## config.mk

```make
export PLATFORM = sky130hd
export DESIGN_NAME = matrix_input_loader
export DESIGN_NICKNAME = d
export VERILOG_FILES = /design/src/rtl/matrix_input_loader.sv
export SDC_FILE = /design/constraint.sdc
export NUM_CORES = 1
export LEC_CHECK = 0
export ABC_AREA = 0
export BUFFER_PORTS_ARGS = -buffer_cell sky130_fd_sc_hd__buf_2
export CORE_UTILIZATION = 50
export CTS_BUF_LIST = sky130_fd_sc_hd__clkbuf_8
export DETAILED_ROUTE_END_ITERATION = 6
export PLACE_DENSITY = 0.79
export SLEW_MARGIN = 15
export SYNTH_ARGS = -nofsm -noshare
export SYNTH_HDL_FRONTEND = slang
export SYNTH_SLANG_ARGS = --single-unit
```

## constraint.sdc

```tcl
create_clock -name clk -period 1.6 [get_ports clk]
set_clock_uncertainty 0.05 [all_clocks]
set_input_delay 0.08 -clock clk [delete_from_list [all_inputs] [get_ports clk]]
set_output_delay 0.08 -clock clk [all_outputs]
set_load 0.02 [all_outputs]
```

## src/rtl/matrix_input_loader.sv

```systemverilog
// Byte-serial loader for the 3x3 multiplier operands: captures A then B row-major and
// presents them as flat buses. Optional trailing XOR checksum byte under INPUT_CHECKSUM_EN.
`default_nettype none

module matrix_input_loader #(
  parameter int DATA_W = 8,
  parameter int DIM    = 3
) (
  input  logic                                clk,
  input  logic                                rst,
  input  logic                                input_en,
  input  logic                                data_valid,
  input  logic [DATA_W-1:0]                   data_in,
  output logic                                ready,
  output logic [$clog2(2*DIM*DIM+2)-1:0]      load_count,
  output logic [DATA_W*DIM*DIM-1:0]           a_flat,
  output logic [DATA_W*DIM*DIM-1:0]           b_flat,
  output logic                                input_done,
  output logic                                checksum_err
);

  localparam int NELEM = DIM * DIM;
  localparam int CNT_W = $clog2(2 * DIM * DIM + 2);
  localparam int BUS_W = DATA_W * NELEM;

  localparam logic [CNT_W-1:0] LAST_A  = CNT_W'(NELEM - 1);
  localparam logic [CNT_W-1:0] LAST_B  = CNT_W'(2 * NELEM - 1);
  localparam logic [CNT_W-1:0] CNT_ONE = CNT_W'(1);

  localparam logic [2:0] S_IDLE   = 3'd0;
  localparam logic [2:0] S_LOAD_A = 3'd1;
  localparam logic [2:0] S_LOAD_B = 3'd2;
  localparam logic [2:0] S_CHECK  = 3'd3;
  localparam logic [2:0] S_DONE   = 3'd4;

  logic [2:0]       state_r;
  logic [2:0]       state_nxt_s;
  logic             ready_r;
  logic             done_r;
  logic             accept_s;
  logic [CNT_W-1:0] count_r;
  logic [BUS_W-1:0] a_r;
  logic [BUS_W-1:0] b_r;

  // ready_r mirrors the load states, so this is exactly the accept condition
  assign accept_s = ready_r & input_en & data_valid;

  // Next-state decode
  always_comb begin
    state_nxt_s = state_r;
    case (state_r)
      S_IDLE: begin
        if (input_en) state_nxt_s = S_LOAD_A;
        else          state_nxt_s = S_IDLE;
      end
      S_LOAD_A: begin
        if (!input_en)                          state_nxt_s = S_IDLE;
        else if (accept_s && count_r == LAST_A) state_nxt_s = S_LOAD_B;
        else                                    state_nxt_s = S_LOAD_A;
      end
      S_LOAD_B: begin
        if (!input_en) begin
          state_nxt_s = S_IDLE;
        end else if (accept_s && count_r == LAST_B) begin
`ifdef INPUT_CHECKSUM_EN
          state_nxt_s = S_CHECK;
`else
          state_nxt_s = S_DONE;
`endif
        end else begin
          state_nxt_s = S_LOAD_B;
        end
      end
      S_CHECK: begin
        if (!input_en)    state_nxt_s = S_IDLE;
        else if (accept_s) state_nxt_s = S_DONE;
        else              state_nxt_s = S_CHECK;
      end
      S_DONE: begin
        if (!input_en) state_nxt_s = S_IDLE;
        else           state_nxt_s = S_DONE;
      end
      default: state_nxt_s = S_IDLE;
    endcase
  end

  // State, status flags and byte counter
  always_ff @(posedge clk) begin
    if (rst) begin
      state_r <= S_IDLE;
      ready_r <= 1'b0;
      done_r  <= 1'b0;
      count_r <= '0;
    end else begin
      state_r <= state_nxt_s;
      ready_r <= (state_nxt_s == S_LOAD_A) || (state_nxt_s == S_LOAD_B) ||
                 (state_nxt_s == S_CHECK);
      done_r  <= (state_nxt_s == S_DONE);
      // count freezes in DONE because ready_r is low there
      if (state_r == S_IDLE) begin
        if (input_en) count_r <= '0;
        else          count_r <= count_r;
      end else if (ready_r && !input_en) begin
        count_r <= '0;
      end else if (accept_s) begin
        count_r <= count_r + CNT_ONE;
      end else begin
        count_r <= count_r;
      end
    end
  end

  // Element capture: load_count selects the A or B slot
  always_ff @(posedge clk) begin
    if (rst) begin
      a_r <= '0;
      b_r <= '0;
    end else begin
      for (int k = 0; k < NELEM; k++) begin
        if (accept_s && state_r == S_LOAD_A && count_r == CNT_W'(k))
          a_r[k*DATA_W +: DATA_W] <= data_in;
        if (accept_s && state_r == S_LOAD_B && count_r == CNT_W'(k + NELEM))
          b_r[k*DATA_W +: DATA_W] <= data_in;
      end
    end
  end

`ifdef INPUT_CHECKSUM_EN
  logic [DATA_W-1:0] xor_r;
  logic              err_r;

  function automatic logic byte_mismatch(input logic [DATA_W-1:0] x,
                                         input logic [DATA_W-1:0] y);
    return |(x ^ y);
  endfunction

  // Running XOR of data bytes, compared against the trailing checksum byte
  always_ff @(posedge clk) begin
    if (rst) begin
      xor_r <= '0;
      err_r <= 1'b0;
    end else if (state_r == S_IDLE && input_en) begin
      xor_r <= '0;
      err_r <= 1'b0;
    end else if (accept_s && state_r == S_CHECK) begin
      err_r <= byte_mismatch(xor_r, data_in);
    end else if (accept_s) begin
      xor_r <= xor_r ^ data_in;
    end else begin
      xor_r <= xor_r;
    end
  end

  assign checksum_err = err_r;
`else
  assign checksum_err = 1'b0;
`endif

  assign ready      = ready_r;
  assign load_count = count_r;
  assign a_flat     = a_r;
  assign b_flat     = b_r;
  assign input_done = done_r;

endmodule

`default_nettype wire

```

==> metrics.csv, run 1 <==
metric,value,unit
min cycle time layout,1.59,ns
aggregate routed wire length,17900,um
Clock Latency Late Sink,0.46,ns
simple-gate area share of the yosys netlist,0.224,
highest metal used,met4,
CP Cell Sequence,buf_6 -> ha_4 -> buf_4 -> nand2_1 -> nand4b_1 -> buf_6 -> mux2i_1,
Die Height,116,um
die area,13600,um^2
I/O pins,164,
Mapped Nets,637,
hpwl dp,11500,um
complex-gate fraction of the synthesized area,0.0500,
number of synthesized flops with an enable pin,0,
initial antenna violation count,0,
H-tree Lvls,4,
fmax,0.627,GHz
RSZ-0062 raised after global routing,true,
# nets final,818,
Max IR drop VDD,0.000535,V
CP bufs+invs,3,
Setup Viol. Count Final,0,
CTS Buf Count,17,
"FF+latch count, synth",154,
Leak,0.00427,uW
Max Cap Viol,0,
Crit Path Max Fanout,8,
Longest Clk Path Bufs,2,
sequential share of the synthesized area,0.471,
DR vias,5305,
Hold Path End,a_flat[66],
number of global-route vias before repair,5050,
adder-cell share of the synthesized area,0.00955,
first-pass iteration count of the detailed router,4,
Syn Std Cell Area,6550,um^2
final cell count without fillers,986,
Worst Setup Start Kind,flip-flop,
diodes inserted,0,
worst hold start,data_in[2],
Starting Density,0.515,
reg2reg end,a_flat[47],
Synth Area in XOR/XNOR,0,
largest cells by area after synthesis,"dfxtp_1 47%, mux2i_1 20%, nand2b_1 13%",
Placeable Area,12700,um^2
final instance area,8530,um^2
post-synthesis cell type count,41,
CP arrival,1.88,ns
Avg WL per Cell,18.2,um
Required @ worst endpoint,1.88,ns
Reg2Reg Launch Point,load_count[0],
main flop type after synthesis,dfxtp_1,
DIE WIDTH,116,um
Final Max Slew Viols,0,
I/O Buffers,162,
dpl cell area,7720,um^2
Via density,5.38,
WHS Path Cells,4,
Post-DRT Antenna Nets,0,
multi-input combinational cell area,3280,um^2
syn avg cell area,10.6,um^2
pwr dens,902,nW/um^2
GRT Util Overall,0.263,
"delay-heaviest family, CP",buffers and inverters,
fillers,989,
Root Buffer,clkbuf_8,
Hold Crit Class,input pin to flip-flop,
global-route wire length before repair,26800,um
share of layout cells above drive strength 1,0.345,
# rows,41,
largest family of logic cells by synthesized area,simple AND/OR/NAND/NOR gates,
"Slowest-stage cell, CP",dfxtp_4,
synthesis-to-layout area growth,30.3,%
"area leader, netlist",dfxtp_1,
max incr delay on CP,0.39,ns
FF+latch area,3110,um^2
Fin. Hold Viols,0,
Cells after Synth,620,
R2R Setup Slk,0.006,ns
synth warn,0,
clock tree sinks,154,
post-synthesis mux area share,0.196,
R2R cell count,7,
pin count of the biggest net entering global routing,72,
outcome,"finished, final reports clean",
GR Overflow Total,0,
Met1 Wirelength,7820,um
CTS tree,done,
dpl cells,938,
met3 wire length,1240,um
crit path kind,flip-flop to flip-flop,
Crit. End Element,flip-flop,
"Reg clk slew, reported paths",0.09,ns
fin crit share,0.996,
routed wl met2,8450,um
DR iter-0 viols,386,
Async SR Flop Fraction,0,
post-synth top area share,0.471,
Post-route DRC,0,
Crit path top cell by count,buf_6,
Final Wtd Congestion,0.828,
worst min-delay path, cell delays in order:
cell and delay [ns]:
dlygate4sd3_1 0.53, buf_2 0.14, nand4_1 0.06, a21oi_1 0.06
cell families after synthesis:
| group | count (synthesis) |
|---|---|
| multiplexers | 128 |
| flip-flops | 154 |
| buffers and inverters | 68 |
| adder cells (fa/ha/maj) | 5 |
| AO/OA/AOI/OAI | 51 |
| AND/OR/NAND/NOR | 213 |
| other | 1 |
where the power goes:
| group | internal, uW | total (uW) | switching, uW |
|---|---|---|---|
| clock network | 2020 | 3530 | 1510 |
| logic | 140 | 340 | 199 |
| registers | 3820 | 3830 | 7.77 |
| total | 5980 | 7700 | 1720 |
final cells by class:
type,count,area share
well taps,172,0.0252
multi-input cells,398,0.385
flip-flops and latches,154,0.364
repair buffers,225,0.167
inverters,5,0.00279
clock inverters,15,0.0287
clock buffers,17,0.0274
cell usage in the layout (no fill, tap or decap), types with 6 or more instances in the layout:
| cell | count |
|---|---|
| nand4_1 | 18 |
| a21oi_1 | 23 |
| dfxtp_4 | 6 |
| dlygate4sd3_1 | 11 |
| nand4_4 | 6 |
| buf_6 | 13 |
| buf_4 | 35 |
| bufinv_16 | 6 |
| o31ai_1 | 16 |
| nand2b_1 | 139 |
| mux2i_1 | 128 |
| dfxtp_1 | 145 |
| buf_2 | 161 |
| clkbuf_8 | 17 |
how the worst max path moves through the flow:
| stage | startpoint | endpoint | cells after the start |
|---|---|---|---|
| 2_1_floorplan | load_count[0] | a_flat[0] | 5 |
| 6_report | load_count[0] | a_flat[47] | 7 |
| 4_1_cts | load_count[0] | a_flat[33] | 8 |
| 5_1_grt | state_r[1] | load_count[3] | 4 |
| 3_3_place_gp | load_count[0] | a_flat[32] | 8 |
| 3_5_place_dp | load_count[0] | b_flat[3] | 6 |
cells in the mapped netlist, types with 6 or more instances:
master / n
a21oi_1: 23
clkbuf_1: 36
nor2b_1: 9
buf_4: 7
nand2b_1: 139
nand4_1: 18
buf_2: 13
o31ai_1: 16
nand2_1: 6
mux2i_1: 128
dfxtp_1: 154
what timing repair did:
action                                  in CTS  in global routing
hold endpoints to repair                    20                  0
hold buffers                                11                  0
resized for setup                           11                 40
buffers inserted                             0                  3
cloned                                       1                  1
pin swaps                                    3                  8
endpoints found under the setup margin      96                132
metal layers:
layer,vias up,global-route usage
met1,2556,0.328
met3,41,0.0799
met2,214,0.425
met4,0,0.108
li1,2494,-
met5,-,0
metrics by stage:
stage                     hold WS [ns]  total power [uW]  utilization  setup WS (ns)  setup TNS, ns
after floorplan                  0.180              4120            -        -0.0139         -0.209
after global routing             0.411              7920        0.671        -0.0803         -0.568
after detailed placement         0.324              4230        0.607        -0.0913          -3.09
final                            0.411              7700        0.671        0.00563              0
after CTS                        0.376              7740        0.657        -0.0698          -1.31
after global placement           0.317              4220        0.607        -0.0363         -0.720
state kept, by name, indices dropped and copies added, names as in the netlist:
register,flops
b_flat,72
ready,1
a_flat,72
input_done,1
load_count,5
state_r,3
Note: power is estimated with default switching activity, not from simulation.
==> run 2: changes to the inputs <==
Clock period 1.6 ns to 1.4 ns, I/O delays scaled along.
==> run 2 against run 1 <==
Net effect:
- the run now ends with negative setup slack left
- first-iteration DRC count fell by 3.1%
- critical path depth fell by 3
- setup slack got worse by 0.19 ns
- sequential cell count did not move
- utilization rose by 2.7 points
- clock-buffer cell count did not move
- sequential share of layout area fell by 1.3 points
- largest power group unchanged
- highest routed layer unchanged
==> metrics.csv, run 2 (same netlist as run 1, synthesis figures left out) <==
metric,value,unit
outcome,finished with violations,
failing checks,negative setup slack,
Required @ worst endpoint,1.68,ns
most frequent cells in the layout,"161 x buf_2, 145 x dfxtp_1, 138 x nand2b_1",
final cell count without fillers,1004,
first-pass iteration count of the detailed router,5,
synthesis-to-layout area growth,35.5,%
I/O pins,164,
aggregate routed wire length,19100,um
crit path kind,flip-flop to flip-flop,
worst hold margin,0.405,ns
"commonest non-fill, non-tap cell in the layout",buf_2,
# rows,41,
P_sw,2140,uW
fin crit share,1.13,
routed wl met2,9370,um
Crit. End Element,flip-flop,
DR vias,5519,
Max IR drop VDD,0.000759,V
clock tree sinks,154,
R2R cell count,4,
R2R Setup Slk,-0.18,ns
die area,13600,um^2
worst hold start,data_in[0],
Hold Path End,a_flat[64],
CTS Buf Count,17,
hpwl dp,11500,um
"Reg clk slew, reported paths",0.09,ns
H-tree Lvls,4,
GRT Util Overall,0.277,
DIE WIDTH,116,um
Post-DRT Antenna Nets,0,
final instance area,8880,um^2
Die Height,116,um
Fin. Hold Viols,0,
Max Cap Viol,0,
Comb pwr share,0.054,
dpl cell area,7860,um^2
sequential group share of total power,0.548,
initial antenna violation count,0,
Avg WL per Cell,19.0,um
GR Overflow Total,0,
DR iter-0 viols,374,
Clock Latency Late Sink,0.46,ns
Met1 Wirelength,7930,um
highest metal used,met4,
Reg2Reg Launch Point,state_r[1],
Starting Density,0.515,
share of layout cells above drive strength 1,0.401,
WHS Path Cells,4,
met3 wire length,1330,um
Post-route DRC,0,
Final Max Slew Viols,0,
sw frac,0.268,
Final Wtd Congestion,0.817,
Crit Path Max Fanout,8,
Root Buffer,clkbuf_8,
Longest Clk Path Bufs,2,
Placeable Area,12700,um^2
min cycle time layout,1.58,ns
diodes inserted,0,
cell-internal power,5840,uW
Worst Setup Start Kind,flip-flop,
CTS tree,done,
worst slew pin tran,0.514,ns
relative slew slack,0.657,
reg2reg end,a_flat[66],
I/O Buffers,162,
final core utilization,0.698,
dpl cells,941,
global-route wire length before repair,28200,um
RSZ-0062 raised after global routing,true,
final setup margin,-0.182,ns
Setup Viol. Count Final,123,
# nets final,836,
Hold Crit Class,input pin to flip-flop,
pin count of the biggest net entering global routing,74,
pwr dens,898,nW/um^2
Leak,0.00435,uW
CP arrival,1.86,ns
Clock Power Share,0.398,
fmax,0.632,GHz
Via density,5.50,
number of global-route vias before repair,5320,
## run 2: changes by cell type in the layout (fill, tap and decap cells not counted), sizes merged
cell / change
clkinvlp: +1
bufinv: -6
nand2b: +1
buf: +17
inv: +7
clkinv: -2
## run 2: worst max path at each step
stage / from / endpoint / slack [ns] / cells past startpoint
after floorplan: state_r[2] / a_flat[32] / -0.15 / 6
after global placement: load_count[0] / state_r[2] / -0.14 / 5
after detailed placement: load_count[0] / state_r[2] / -0.22 / 5
after CTS: load_count[0] / a_flat[9] / -0.08 / 6
after global routing: state_r[1] / a_flat[66] / -0.20 / 4
final: state_r[1] / a_flat[66] / -0.18 / 4
## run 2: routing by layer
layer / GRT usage / up-vias
li1: - / 2540
met1: 0.335 / 2695
met2: 0.462 / 240
met3: 0.0851 / 44
met4: 0.107 / 0
met5: 0 / -
## run 2: power by group through the flow
stage / sequential (uW) / combinational [uW] / clock (uW)
floorplan: 4490 / 230 / 0
global placement: 4490 / 347 / 0
detailed placement: 4490 / 354 / 0
CTS: 4370 / 401 / 3200
global route: 4380 / 449 / 3420
finish: 4370 / 431 / 3170
## run 2: stage by stage
step	setup WS [ns]	TNS (ns)	total power [uW]
2_1_floorplan	-0.148	-6.51	4720
3_3_place_gp	-0.137	-9.53	4830
3_5_place_dp	-0.219	-14.66	4840
4_1_cts	-0.0802	-3.87	7970
5_1_grt	-0.202	-11.88	8240
6_report	-0.182	-5.37	7980
## run 2: area by class of cell
class / count / area (um^2)
Clock inverter: 15 / 133
Multi-Input combinational cell: 399 / 3550
Tap cell: 172 / 215
Fill cell: 930 / 3840
Sequential cell: 154 / 3120
Clock buffer: 17 / 234
Inverter: 5 / 23.8
Timing Repair Buffer: 242 / 1610
## run 2: worst max-delay path: stages, from the launching register on
cell and delay [ns]:
dfxtp_4 0.39, buf_6 0.13, or3b_4 0.50, o31ai_2 0.27, a21oi_1 0.12
## run 2: timing repair
| item | 4_1_cts | 5_1_grt |
|---|---|---|
| endpoints found under the hold margin | 20 | 0 |
| hold buffers | 11 | 0 |
| endpoints found under the setup margin | 154 | 154 |
| pin swaps | 25 | 26 |
| buffers inserted | 13 | 9 |
| gates resized for setup | 58 | 42 |
| cloned | 1 | 1 |
